File: config.mk
export PLATFORM = sky130hd
export DESIGN_NAME = mc_control_unit_flat
export DESIGN_NICKNAME = d
export VERILOG_FILES = /design/src/rtl/mc_control_unit_pkg.sv /design/src/rtl/mc_control_unit_if.sv /design/src/rtl/mc_decode.sv /design/src/rtl/mc_control_unit.sv /design/src/flat_wrapper.sv
export SDC_FILE = /design/constraint.sdc
export NUM_CORES = 1
export LEC_CHECK = 0
export ABC_AREA = 1
export CORE_ASPECT_RATIO = 1.5
export CORE_MARGIN = 2
export CORE_UTILIZATION = 48
export CTS_BUF_LIST = sky130_fd_sc_hd__clkbuf_8
export DETAILED_ROUTE_END_ITERATION = 12
export PLACE_DENSITY = 0.88
export SLEW_MARGIN = 20
export SYNTH_ARGS = -nofsm -noshare
export SYNTH_HDL_FRONTEND = slang
export SYNTH_SLANG_ARGS = --single-unit
File: constraint.sdc
create_clock -name clk -period 2.7 [get_ports clk]
set_clock_uncertainty 0.15 [all_clocks]
set_input_delay 0.54 -clock clk [delete_from_list [all_inputs] [get_ports clk]]
set_output_delay 0.54 -clock clk [all_outputs]
set_load 0.005 [all_outputs]
File: src/rtl/mc_control_unit_pkg.sv
// Shared state, opcode and ALU-op encodings for the multi-cycle control unit.
package mc_control_unit_pkg;

   typedef logic [2:0] state_t;

   localparam state_t StFetch  = 3'd0;
   localparam state_t StDecode = 3'd1;
   localparam state_t StExec   = 3'd2;
   localparam state_t StMem    = 3'd3;
   localparam state_t StWb     = 3'd4;
   localparam state_t StTrap   = 3'd5;

   localparam logic [4:0] OpR      = 5'b01100;
   localparam logic [4:0] OpI      = 5'b00100;
   localparam logic [4:0] OpLoad   = 5'b00000;
   localparam logic [4:0] OpStore  = 5'b01000;
   localparam logic [4:0] OpBranch = 5'b11000;
   localparam logic [4:0] OpJal    = 5'b11011;
   localparam logic [4:0] OpJalr   = 5'b11001;
   localparam logic [4:0] OpLui    = 5'b01101;
   localparam logic [4:0] OpAuipc  = 5'b00101;

   localparam logic [1:0] AluAdd    = 2'b00;
   localparam logic [1:0] AluCmp    = 2'b01;
   localparam logic [1:0] AluRFunct = 2'b10;
   localparam logic [1:0] AluIFunct = 2'b11;

   typedef struct packed {
      logic       legal;
      logic [1:0] alu_op;
      logic       alu_src;
      logic       pc_write;
      logic       pc_write_cond;
      logic       is_load;
      logic       is_store;
      logic       is_branch;
   } exec_ctrl_t;

endpackage

File: src/rtl/mc_control_unit_if.sv
// Control-unit bus: opcode and memory handshakes in, datapath strobes and status out.
interface mc_control_unit_if #(
   parameter int unsigned OPC_W = 5,
   parameter int unsigned CNT_W = 32
);
   logic [OPC_W-1:0] opcode;
   logic             imem_ready;
   logic             dmem_ready;
   logic             imem_req;
   logic             ir_write;
   logic             pc_write;
   logic             pc_write_cond;
   logic             mem_read;
   logic             mem_write;
   logic             mem_to_reg;
   logic             alu_src;
   logic [1:0]       alu_op;
   logic             reg_write;
   logic             illegal;
   logic             timeout;
   logic [CNT_W-1:0] instret;

   modport master (
      input  opcode, imem_ready, dmem_ready,
      output imem_req, ir_write, pc_write, pc_write_cond, mem_read, mem_write,
             mem_to_reg, alu_src, alu_op, reg_write, illegal, timeout, instret
   );

   modport slave (
      output opcode, imem_ready, dmem_ready,
      input  imem_req, ir_write, pc_write, pc_write_cond, mem_read, mem_write,
             mem_to_reg, alu_src, alu_op, reg_write, illegal, timeout, instret
   );
endinterface

File: src/rtl/mc_decode.sv
// Combinational opcode decode into EXEC-stage control bits plus a legality flag.
module mc_decode
   import mc_control_unit_pkg::*;
#(
   parameter int unsigned OPC_W = 5
) (
   input  logic [OPC_W-1:0] i_op,
   output exec_ctrl_t       o_ctrl
);

   always_comb begin
      o_ctrl = '0;
      unique case (i_op)
         OPC_W'(OpR): begin
            o_ctrl.legal  = 1'b1;
            o_ctrl.alu_op = AluRFunct;
         end
         OPC_W'(OpI): begin
            o_ctrl.legal   = 1'b1;
            o_ctrl.alu_op  = AluIFunct;
            o_ctrl.alu_src = 1'b1;
         end
         OPC_W'(OpLoad): begin
            o_ctrl.legal   = 1'b1;
            o_ctrl.alu_src = 1'b1;
            o_ctrl.is_load = 1'b1;
         end
         OPC_W'(OpStore): begin
            o_ctrl.legal    = 1'b1;
            o_ctrl.alu_src  = 1'b1;
            o_ctrl.is_store = 1'b1;
         end
         OPC_W'(OpBranch): begin
            o_ctrl.legal         = 1'b1;
            o_ctrl.alu_op        = AluCmp;
            o_ctrl.pc_write_cond = 1'b1;
            o_ctrl.is_branch     = 1'b1;
         end
         OPC_W'(OpJal), OPC_W'(OpJalr): begin
            o_ctrl.legal    = 1'b1;
            o_ctrl.alu_src  = 1'b1;
            o_ctrl.pc_write = 1'b1;
         end
         OPC_W'(OpLui), OPC_W'(OpAuipc): begin
            o_ctrl.legal   = 1'b1;
            o_ctrl.alu_src = 1'b1;
         end
         default: o_ctrl = '0;
      endcase
   end

endmodule

File: src/rtl/mc_control_unit.sv
// Multi-cycle FETCH/DECODE/EXEC/MEM/WB controller with retire counter and
// sticky illegal-opcode / memory-timeout traps.
module mc_control_unit
   import mc_control_unit_pkg::*;
#(
   parameter int unsigned OPC_W   = 5,
   parameter int unsigned TIMEOUT = 16,
   parameter int unsigned CNT_W   = 32
) (
   input logic               clk,
   input logic               rst_n,
   mc_control_unit_if.master bus
);

   localparam int unsigned WaitW = (TIMEOUT > 0) ? $clog2(TIMEOUT + 1) : 1;

   state_t           r_state, w_state_d;
   logic [OPC_W-1:0] r_op, w_op_d, w_dec_op;
   logic [CNT_W-1:0] r_instret;
   logic [WaitW-1:0] r_wait, w_wait_d;
   logic             r_illegal, r_timeout;
   logic             w_retire, w_set_illegal, w_set_timeout, w_timed_out;
   exec_ctrl_t       w_ctrl;

   // DECODE checks the live opcode; every later state uses the latched one.
   assign w_dec_op = (r_state == StDecode) ? bus.opcode : r_op;

   mc_decode #(.OPC_W(OPC_W)) u_decode (
      .i_op   (w_dec_op),
      .o_ctrl (w_ctrl)
   );

   assign w_timed_out = (TIMEOUT > 0) && (r_wait == WaitW'(TIMEOUT));

   always_comb begin
      w_state_d     = r_state;
      w_op_d        = r_op;
      w_wait_d      = '0;
      w_retire      = 1'b0;
      w_set_illegal = 1'b0;
      w_set_timeout = 1'b0;
      unique case (r_state)
         StFetch: begin
            if (w_timed_out) begin
               w_state_d     = StTrap;
               w_set_timeout = 1'b1;
            end else if (bus.imem_ready) begin
               w_state_d = StDecode;
            end else begin
               w_wait_d = (r_wait == '1) ? r_wait : r_wait + 1'b1;
            end
         end
         StDecode: begin
            w_op_d = bus.opcode;
            if (w_ctrl.legal) begin
               w_state_d = StExec;
            end else begin
               w_state_d     = StTrap;
               w_set_illegal = 1'b1;
            end
         end
         StExec: begin
            if (w_ctrl.is_branch) begin
               w_state_d = StFetch;
               w_retire  = 1'b1;
            end else if (w_ctrl.is_load || w_ctrl.is_store) begin
               w_state_d = StMem;
            end else begin
               w_state_d = StWb;
            end
         end
         StMem: begin
            if (w_timed_out) begin
               w_state_d     = StTrap;
               w_set_timeout = 1'b1;
            end else if (bus.dmem_ready) begin
               w_state_d = w_ctrl.is_load ? StWb : StFetch;
               w_retire  = !w_ctrl.is_load;
            end else begin
               w_wait_d = (r_wait == '1) ? r_wait : r_wait + 1'b1;
            end
         end
         StWb: begin
            w_state_d = StFetch;
            w_retire  = 1'b1;
         end
         StTrap:  w_state_d = StTrap;
         default: w_state_d = StFetch;
      endcase
   end

   always_ff @(posedge clk) begin
      if (!rst_n) begin
         r_state   <= StFetch;
         r_op      <= '0;
         r_instret <= '0;
         r_wait    <= '0;
         r_illegal <= 1'b0;
         r_timeout <= 1'b0;
      end else begin
         r_state   <= w_state_d;
         r_op      <= w_op_d;
         r_wait    <= w_wait_d;
         r_instret <= r_instret + CNT_W'(w_retire);
         r_illegal <= r_illegal | w_set_illegal;
         r_timeout <= r_timeout | w_set_timeout;
      end
   end

   always_comb begin
      bus.imem_req      = 1'b0;
      bus.ir_write      = 1'b0;
      bus.pc_write      = 1'b0;
      bus.pc_write_cond = 1'b0;
      bus.mem_read      = 1'b0;
      bus.mem_write     = 1'b0;
      bus.mem_to_reg    = 1'b0;
      bus.alu_src       = 1'b0;
      bus.alu_op        = AluAdd;
      bus.reg_write     = 1'b0;
      unique case (r_state)
         StFetch: begin
            bus.imem_req = 1'b1;
            bus.ir_write = bus.imem_ready && !w_timed_out;
            bus.pc_write = bus.imem_ready && !w_timed_out;
         end
         StExec: begin
            bus.alu_op        = w_ctrl.alu_op;
            bus.alu_src       = w_ctrl.alu_src;
            bus.pc_write      = w_ctrl.pc_write;
            bus.pc_write_cond = w_ctrl.pc_write_cond;
         end
         StMem: begin
            bus.mem_read  = w_ctrl.is_load;
            bus.mem_write = w_ctrl.is_store;
         end
         StWb: begin
            bus.reg_write  = 1'b1;
            bus.mem_to_reg = w_ctrl.is_load;
         end
         default: ;
      endcase
   end

   assign bus.illegal = r_illegal;
   assign bus.timeout = r_timeout;
   assign bus.instret = r_instret;

endmodule

File: src/flat_wrapper.sv
// flat-port wrapper written by rule: the top's interface ports become plain ports
module mc_control_unit_flat import mc_control_unit_pkg::*;
#(
   parameter int unsigned OPC_W   = 5,
   parameter int unsigned TIMEOUT = 16,
   parameter int unsigned CNT_W   = 32
)
  (clk, rst_n, bus_opcode, bus_imem_ready, bus_dmem_ready, bus_imem_req, bus_ir_write, bus_pc_write, bus_pc_write_cond, bus_mem_read, bus_mem_write, bus_mem_to_reg, bus_alu_src, bus_alu_op, bus_reg_write, bus_illegal, bus_timeout, bus_instret);
  mc_control_unit_if #(.OPC_W(OPC_W), .CNT_W(CNT_W)) bus_i ();
  input logic clk;
  input logic rst_n;
  input wire logic [$bits(bus_i.opcode)-1:0] bus_opcode;
  input wire logic [$bits(bus_i.imem_ready)-1:0] bus_imem_ready;
  input wire logic [$bits(bus_i.dmem_ready)-1:0] bus_dmem_ready;
  output wire logic [$bits(bus_i.imem_req)-1:0] bus_imem_req;
  output wire logic [$bits(bus_i.ir_write)-1:0] bus_ir_write;
  output wire logic [$bits(bus_i.pc_write)-1:0] bus_pc_write;
  output wire logic [$bits(bus_i.pc_write_cond)-1:0] bus_pc_write_cond;
  output wire logic [$bits(bus_i.mem_read)-1:0] bus_mem_read;
  output wire logic [$bits(bus_i.mem_write)-1:0] bus_mem_write;
  output wire logic [$bits(bus_i.mem_to_reg)-1:0] bus_mem_to_reg;
  output wire logic [$bits(bus_i.alu_src)-1:0] bus_alu_src;
  output wire logic [$bits(bus_i.alu_op)-1:0] bus_alu_op;
  output wire logic [$bits(bus_i.reg_write)-1:0] bus_reg_write;
  output wire logic [$bits(bus_i.illegal)-1:0] bus_illegal;
  output wire logic [$bits(bus_i.timeout)-1:0] bus_timeout;
  output wire logic [$bits(bus_i.instret)-1:0] bus_instret;
  assign bus_i.opcode = bus_opcode;
  assign bus_i.imem_ready = bus_imem_ready;
  assign bus_i.dmem_ready = bus_dmem_ready;
  assign bus_imem_req = bus_i.imem_req;
  assign bus_ir_write = bus_i.ir_write;
  assign bus_pc_write = bus_i.pc_write;
  assign bus_pc_write_cond = bus_i.pc_write_cond;
  assign bus_mem_read = bus_i.mem_read;
  assign bus_mem_write = bus_i.mem_write;
  assign bus_mem_to_reg = bus_i.mem_to_reg;
  assign bus_alu_src = bus_i.alu_src;
  assign bus_alu_op = bus_i.alu_op;
  assign bus_reg_write = bus_i.reg_write;
  assign bus_illegal = bus_i.illegal;
  assign bus_timeout = bus_i.timeout;
  assign bus_instret = bus_i.instret;
  mc_control_unit #(.OPC_W(OPC_W), .TIMEOUT(TIMEOUT), .CNT_W(CNT_W)) u_core (.clk(clk), .rst_n(rst_n), .bus(bus_i));
endmodule
Word-level counts from Yosys, hierarchy flattened
Index checks and enable logic that the tools add are counted.
{"block": "totals", "ff_bits": 47, "output_inout_bits": 45, "elab_cells": 79}
{"block": "op_classes", "add_sub_neg": 2, "eq_ne": 17, "mux": 41, "bitwise_logic": 2, "n_reduce_logical": 11}
{"cell": "$add A32 B1 Y32", "count": 1}
{"cell": "$mux W5", "count": 6}
{"cell": "$eq A5 B5 Y1 const B", "count": 5}
{"cell": "$mux W3", "count": 8}
{"cell": "$mux W1", "count": 21}
{"cell": "$eq A5 B4 Y1 const B", "count": 3}
{"cell": "$pmux W3 S5", "count": 1}
{"cell": "$eq A5 B3 Y1 const B", "count": 2}
{"cell": "$pmux W5 S2", "count": 1}
{"cell": "$reduce_or A9 Y1", "count": 1}
{"cell": "$reduce_or A7 Y1", "count": 1}
{"cell": "$eq A3 B2 Y1 const B", "count": 2}
{"cell": "$eq A3 B3 Y1 const B", "count": 2}
{"cell": "$ne A3 B2 Y1 const B", "count": 2}
{"cell": "$pmux W2 S3", "count": 1}
{"cell": "$add A5 B1 Y5 const B", "count": 1}
{"cell": "$logic_not A5 Y1", "count": 1}
{"cell": "$reduce_or A2 Y1", "count": 2}
{"cell": "$eq A3 B1 Y1 const B", "count": 1}
{"cell": "$logic_not A3 Y1", "count": 1}
{"cell": "$pmux W1 S3", "count": 1}
{"cell": "$logic_not A1 Y1", "count": 2}
{"cell": "$mux W2", "count": 1}
{"cell": "$or A1 B1 Y1", "count": 2}
{"cell": "4 further kinds", "count": 4}

Longest topological paths before layout
Gate-level depths: netlist of run 1.
{"block": "depth", "word_depth": 9, "mapped_depth": 24}

Hierarchy
A second synthesis of run 1 with hierarchy kept.
{"block": "unflattened", "hier_cells": 431, "hier_area_um2": 2834.0}
{"mod": "mc_control_unit", "instances": 1, "cells_per_inst": 397, "area_each_um2": 2662.6, "seq_area_each_um2": 940.9}
{"mod": "mc_decode", "instances": 1, "cells_per_inst": 34, "area_each_um2": 171.4, "seq_area_each_um2": 0.0}

Worst setup path after synthesis of run 1
No wires, ideal clock.
{"block": "synth_path", "path_type": "flip-flop to flip-flop", "start": "reg u_core.r_state[0]", "end": "reg u_core.r_instret[26], in the netlist u_core.bus.instret[26]", "setup_ns": 0.116, "arrival_ns": 2.688, "required_time_ns": 2.434, "setup_slack_ns": -0.255, "path_stages_with_launch": 25, "period_less_slack_ns": 2.955, "path_cell_list": "dfxtp_1 -> buf_4 -> inv_2 -> nor2_2 -> nand3_2 -> nand2_4 -> nand2_1 -> nor2_2 -> inv_2 -> nor2_2 -> inv_2 -> o221ai_1 -> ha_1 -> ha_1 -> nand3_2 -> nor2_2 -> nand2_1 -> inv_2 -> nand2_2 -> nor2_4 -> nand3_4 -> nor2_2 -> nand2_1 -> o21ai_1 -> a21oi_1"}
{"block": "synth_between", "elab_chain_len": 9, "word_cells_on_any_way": 15}
{"element": "from (decl)", "line": "mc_control_unit.sv:17", "source": "state_t r_state, w_state_d;"}
{"element": "from (signal assigned)", "line": "mc_control_unit.sv:94", "source": "r_state <= StFetch;"}
{"element": "from (signal assigned)", "line": "mc_control_unit.sv:101", "source": "r_state <= w_state_d;"}
{"element": "$eq A3 B1 Y1", "line": "mc_control_unit.sv:26", "source": "assign w_dec_op = (r_state == StDecode) ? bus.opcode : r_op;"}
{"element": "$mux W5", "line": "mc_control_unit.sv:26"}
{"element": "$logic_not A5 Y1", "line": "mc_decode.sv:13", "source": "unique case (i_op)"}
{"element": "$mux W1", "line": "mc_decode.sv:13"}
{"element": "$logic_not A1 Y1", "line": "mc_control_unit.sv:78", "source": "w_retire = !w_ctrl.is_load;"}
{"element": "$mux W1", "line": "mc_control_unit.sv:76", "source": "end else if (bus.dmem_ready) begin"}
{"element": "$mux W1", "line": "mc_control_unit.sv:73", "source": "if (w_timed_out) begin"}
{"element": "$pmux W1 S3 *", "line": "mc_control_unit.sv:42", "source": "unique case (r_state)"}
{"element": "$add A32 B1 Y32 *", "line": "mc_control_unit.sv:104", "source": "r_instret <= r_instret + CNT_W'(w_retire);"}
{"element": "to (signal assigned)", "line": "mc_control_unit.sv:104"}
{"element": "to (decl)", "line": "mc_control_unit.sv:19", "source": "logic [CNT_W-1:0] r_instret;"}
Every way passes the cells marked *; elsewhere a longest branch is shown, timed or not.
A chain may end at the register's enable or synchronous reset.

Worst setup path in the final report of run 1
{"block": "layout_path", "start": "reg u_core.r_state[0]", "end": "reg u_core.r_instret[24], in the netlist u_core.bus.instret[24]"}
Same word-level chain as after synthesis.

==> impl_metrics.ini, run 1 <==
[clock_network]
root_buffer = clkbuf_8
clk_latency_ps = 310
cts_max_path_buffers = 2
cts_hold_buf = 0
cts_num_sinks = 47
clkSlewWorstSetupHoldPaths_ps = 100
numCtsBuffers = 5
h-tree-depth = 2
cts_tree = built

[yosys]
synth-edff-count = 0
avgSynthCellArea_um2 = 7.09
ys_seq_area_share_pct = 36.8
netlist_instances = 360
synth_nets = 373
synth_cell_types = 40
synthesis.area_mm2 = 0.00255
ys.flop_type = dfxtp_1
ys_ff_latch = 47
synthArstFlopShare_pct = 0
ys.warnings.count = 0

[hold_path]
min_path_type = reg2reg
min_path_cells = 2
holdPathEnd = u_core.bus.illegal
min-delay-start = u_core.bus.illegal

[sta]
finalWorstSetupSlack_ps = -597
grt_setup_unrepaired = true
final_max_slew_viol_count = 0
relSlewSlack_pct = 41.1
setup_viol = 29
hold_viol_final = 0
fin_crit_sh_pct = 122
period_needed_ps = 3300
worst_slew_pin_slew_ps = 883
max_freq_ghz = 0.303
final.setup.tns_ps = -8650

[power_and_ir_drop]
power_density_mw_per_mm2 = 727
power_frac_comb_pct = 54.6
p_leak_nw = 1.66
seq_power_share_pct = 27.2
switching_share_pct = 39.4
ir_worst_vdd_mv = 0.469
p_int_mw = 1.81
p_sw_mw = 1.18
power_frac_clock_pct = 18.1

[outcome]
status = complete, but fails checks
failed_checks = negative setup slack

[global_route]
grt_pass1_wl_um = 13800
antenna_found_initial = 0
grt_max_degree = 23
grt_overflow = 0
grt_pass1_vias = 3066
grtUsageTotal_pct = 29.4

[cells_and_area]
ff_latch_area_um2 = 951
diodes = 0
drive_gt1_share_pct = 38.8
synthToLayoutAreaGrowth_pct = 61.0
multi_input_area_mm2 = 0.00165
fillers = 310
nNetsFinal = 499

[place]
dp.final_hpwl_um = 5480
place_ws_ps = -839
place_congestion = 0.954
io_buffer_count = 53

[setup_path]
critPathTopFamily = simple AND/OR/NAND/NOR gates
worstPathCellList = inv_4, nor2_4, nand3_2, nand2_4, nand2_8, nor2_4, inv_2, nor2_2, inv_2, o221ai_2, ha_2, ha_4, nand3_4, nor2_4, nand2_2, inv_2, nand2_4, nor2_4, nand3_4, buf_4, nor3_2, and2_1, nor2_1
critical_path_cell_count = 23
worstSetupPathType = reg2reg
critPathBufInv = 5
crit_arrival_ps = 3360
worst_path_max_delay_cell = dfxtp_4
reg2reg_depth = 23
crit_top_cell = nor2_4
worstPathRequired_ps = 2770
crit_fanout = 6
critPathCaptureType = flip-flop
r2r_slack_ps = -600
max_stage_delay_ps = 390
rr_endpoint = u_core.bus.instret[24]
r2r-start = u_core.r_state[0]
critPathLaunchType = flip-flop

[drt]
drc = 0
avgViaCountPerCell = 5.74
vias = 3185
ant_nets = 0
dr.pass1.iters = 7
first_iter_violations = 240
wl_per_cell_um = 17.6
totalWireLength_um = 9770

[die]
fp.dieW_um = 63.6
rows = 32
dieArea_mm2 = 0.00593
ios = 54
die_h_um = 93.3
fp.coreArea_mm2 = 0.00512
start_util_pct = 49.8

[flow_run]
maxCapViolations = 0
worst max path at each step:
stage	startpoint	end	slack, ps
6_report	u_core.r_state[0]	u_core.bus.instret[24]	-600
5_1_grt	u_core.r_state[0]	u_core.bus.instret[30]	-800
4_1_cts	u_core.r_state[0]	u_core.bus.instret[26]	-280
3_5_place_dp	bus_opcode[1]	u_core.bus.instret[26]	-840
3_3_place_gp	bus_opcode[1]	u_core.bus.instret[26]	-700
2_1_floorplan	u_core.r_state[0]	u_core.bus.instret[26]	-180
registers in the layout, indices dropped and copies added (netlist names):
signal	cells
u_core.bus.illegal	1
u_core.bus.instret	32
u_core.bus.timeout	1
u_core.r_op	5
u_core.r_state	3
u_core.r_wait	5
power groups by stage:
| stage | sequential (mW) | combinational [mW] | clock [mW] |
|---|---|---|---|
| floorplan | 0.813 | 0.710 | 0 |
| global placement | 0.821 | 1.14 | 0 |
| detailed placement | 0.825 | 1.19 | 0 |
| CTS | 0.812 | 1.36 | 0.540 |
| global route | 0.818 | 1.71 | 0.565 |
| finish | 0.814 | 1.63 | 0.542 |
cells by family (layout without fill, tap and decap cells):
group / after synthesis / after routing / synth area share (%)
adder cells (fa/ha/maj): 4 / 4 / 1.96
XOR/XNOR: 1 / 1 / 0.343
buffers and inverters: 68 / 195 / 10.5
AND/OR/NAND/NOR: 182 / 182 / 37.7
AO/OA/AOI/OAI: 58 / 58 / 12.6
flip-flops: 47 / 47 / 36.8
stage by stage:
stage	utilization, %	std cells	cell area, um2	hold slack [ps]	power (mW)
global route	80.2	555	4110	327	3.10
detailed placement	67.4	509	3450	307	2.01
global placement	67.4	509	3450	292	1.96
CTS	76.0	539	3890	320	2.72
floorplan	-	360	2630	294	1.52
finish	80.2	555	4110	315	2.99
area by class of cell:
type	instances	share of cell area [%]
timing repair buffer	124	25.8
multi-input combinational	245	40.1
tap	68	2.07
inverter	63	6.12
sequential	47	23.1
clock buffer	5	1.67
clock inverter	3	1.16
placed cells by master (no fill, tap or decap), drive strengths merged, types with 9 or more instances in the layout:
master	netlist	layout
buf	2	73
nand2	70	70
inv	63	64
nor2	53	53
dfxtp	47	47
clkdlybuf4s50	0	41
a21oi	32	32
nor3	22	22
nand3	19	19
o21ai	17	17
clkbuf	3	9
worst register-to-register path: stages, from the launching register on:
cell and delay [ps]:
dfxtp_4 390, inv_4 40, nor2_4 170, nand3_2 120, nand2_4 110, nand2_8 70
nor2_4 120, inv_2 50, nor2_2 100, inv_2 60, o221ai_2 130, ha_2 240
ha_4 160, nand3_4 100, nor2_4 160, nand2_2 70, inv_2 80, nand2_4 60
nor2_4 150, nand3_4 130, buf_4 170, nor3_2 160, and2_1 180, nor2_1 50
cell usage after synthesis, drive strengths merged (2+ instances only):
cell	instances	area share [%]
or2	4	0.98
nor3b	2	0.59
clkbuf	3	0.44
nor2	53	9.7
nor4	4	0.98
buf	2	0.74
a211oi	2	0.78
nand3	19	5.5
nand4	6	1.7
a21oi	32	6.4
nand2	70	13
nor3	22	4.9
dfxtp	47	37
inv	63	9.4
ha	4	2.0
o21ai	17	3.3
o21a	3	0.88
metal layers:
| metal | vias up | routed length, um | track usage [%] |
|---|---|---|---|
| met3 | 71 | 670 | 4.93 |
| li1 | 1415 | - | - |
| met2 | 217 | 5190 | 57.3 |
| met5 | - | 0 | 0 |
| met1 | 1482 | 3340 | 28.8 |
| met4 | 0 | 572 | 15.4 |
timing repair:
item	4_1_cts	5_1_grt
gates resized for setup	70	34
pin swaps	28	26
buffers inserted	22	17
setup endpoints to repair	33	36
No activity file was read; power rests on OpenSTA's default activity.
==> inputs of run 2 (changes only) <==
--- a/config.mk
+++ b/config.mk
@@ -11,8 +11,9 @@
 export CORE_UTILIZATION = 48
 export CTS_BUF_LIST = sky130_fd_sc_hd__clkbuf_8
 export DETAILED_ROUTE_END_ITERATION = 12
+export HOLD_SLACK_MARGIN = 0.06
+export MAX_ROUTING_LAYER = met4
 export PLACE_DENSITY = 0.88
-export SLEW_MARGIN = 20
 export SYNTH_ARGS = -nofsm -noshare
 export SYNTH_HDL_FRONTEND = slang
 export SYNTH_SLANG_ARGS = --single-unit
==> run 2 against run 1 <==
The flow still finishes with violations (negative setup slack). Worst hold slack better by 4.7 ps. Register-to-register slack better by 140 ps. Count of clock-buffer cells in the layout stayed put. Sequential power hardly changed. Non-clock buffer count is 3 lower. Clock power is 5.2% lower. Die area stayed put. Total power is 4.3% lower. First-iteration DRC count is 37% lower. Worst setup slack better by 140 ps.
==> impl_metrics.ini, run 2 (synthesis results as in run 1) <==
[sta]
fin_crit_sh_pct = 117
final_max_slew_viol_count = 0
worst_slew_pin_slew_ps = 892
final.setup.tns_ps = -8310
finalWorstSetupSlack_ps = -457
setup_viol = 28
period_needed_ps = 3160
hold_viol_final = 0
grt_setup_unrepaired = true
max_freq_ghz = 0.317
relSlewSlack_pct = 40.5

[clock_network]
cts_max_path_buffers = 2
clk_latency_ps = 320
root_buffer = clkbuf_8
numCtsBuffers = 5
cts_num_sinks = 47
cts_tree = built
clkSlewWorstSetupHoldPaths_ps = 90
h-tree-depth = 2
cts_hold_buf = 0

[outcome]
status = complete, but fails checks
failed_checks = negative setup slack

[global_route]
grt_overflow = 0
grtUsageTotal_pct = 29.4
grt_pass1_wl_um = 13300
antenna_found_initial = 0
grt_max_degree = 23
grt_pass1_vias = 2944

[hold_path]
min_path_type = reg2reg
min-delay-start = u_core.bus.illegal

[die]
fp.coreArea_mm2 = 0.00512
ios = 54
fp.dieW_um = 63.6
dieArea_mm2 = 0.00593
die_h_um = 93.3
rows = 32
start_util_pct = 49.8

[setup_path]
r2r-start = u_core.r_state[0]
crit_arrival_ps = 3220
critPathCaptureType = flip-flop
crit_start = u_core.r_state[0]
worstPathRequired_ps = 2760
crit_fanout = 6
critPathLaunchType = flip-flop
worstSetupPathType = reg2reg
r2r_slack_ps = -460

[drt]
ant_nets = 0
vias = 3032
wl_per_cell_um = 16.6
dr.pass1.iters = 5
drc = 0
totalWireLength_um = 9120
first_iter_violations = 151
avgViaCountPerCell = 5.50

[cells_and_area]
nNetsFinal = 496
diodes = 0
final_util_pct = 79.2
layout_common_cells = buf_4 (64), inv_1 (49), nand2_1 (48)
layout_commonest_cell = buf_4
largest_reg_flops = 32
final_cells = 551
drive_gt1_share_pct = 37.7
fin_area_mm2 = 0.00406
synthToLayoutAreaGrowth_pct = 58.8

[power_and_ir_drop]
ir_worst_vdd_mv = 0.384
power_density_mw_per_mm2 = 705
p_leak_nw = 1.63

[place]
dp_cells = 511
place_area_mm2 = 0.00347
place_congestion = 0.978
dp.final_hpwl_um = 5230
io_buffer_count = 53
place_ws_ps = -800

[flow_run]
maxCapViolations = 0
[run 2: final timing paths]
check                           end  depth (start not counted)
max reg2reg  u_core.bus.instret[30]                         22
min              u_core.bus.illegal                          2
min reg2reg      u_core.bus.illegal                          2
max          u_core.bus.instret[30]                         22
[run 2: report_power, final]
group / switching, mW / internal, mW / total (mW) / leakage [nW]
Clock: 0.243 / 0.271 / 0.514 / 0.0502
Combinational: 0.805 / 0.727 / 1.53 / 1.19
Sequential: 0.0520 / 0.762 / 0.814 / 0.382
[run 2: what timing repair did]
item,in CTS,in global routing
gates resized for setup,60,40
pin swaps,22,29
buffers inserted,24,14
setup endpoints to repair,34,37
cloned,0,0
[run 2: worst max-delay path, stage by stage (launching register included)]
cell and delay (ps):
dfxtp_4 400, inv_4 40, nor2_4 180, nand3_2 130, nand2_4 90, nand2_4 80
nor2_4 120, inv_2 60, nor2_4 80, inv_2 50, o221ai_2 120, ha_2 230
ha_4 150, nand3_4 90, nor2_4 140, nand2_2 70, inv_2 80, nand2_4 70
nor2_4 160, nand3_4 150, buf_4 180, nor4_2 160, nor2_1 80
[run 2: cell type report]
cell class              instances  area (um2)
clock buffers                   5        68.8
fillers                       333        1070
repair buffers                121        1020
inverters                      63         254
multi-input cells             245        1640
well taps                      68        85.1
clock inverters                 2        37.5
flip-flops and latches         47         951
[run 2: per-stage QoR]
stage	hold WS (ps)	total power [mW]
floorplan	294	1.52
global placement	292	1.96
detailed placement	310	2.00
CTS	325	2.68
global route	356	3.00
finish	320	2.86
[run 2: metal layers]
metal | part of all wire, % | track usage, %
met1 | 35 | 27.4
met2 | 55 | 56.5
met3 | 6.2 | 5.66
met4 | 3.9 | 13.9
met5 | 0 | -
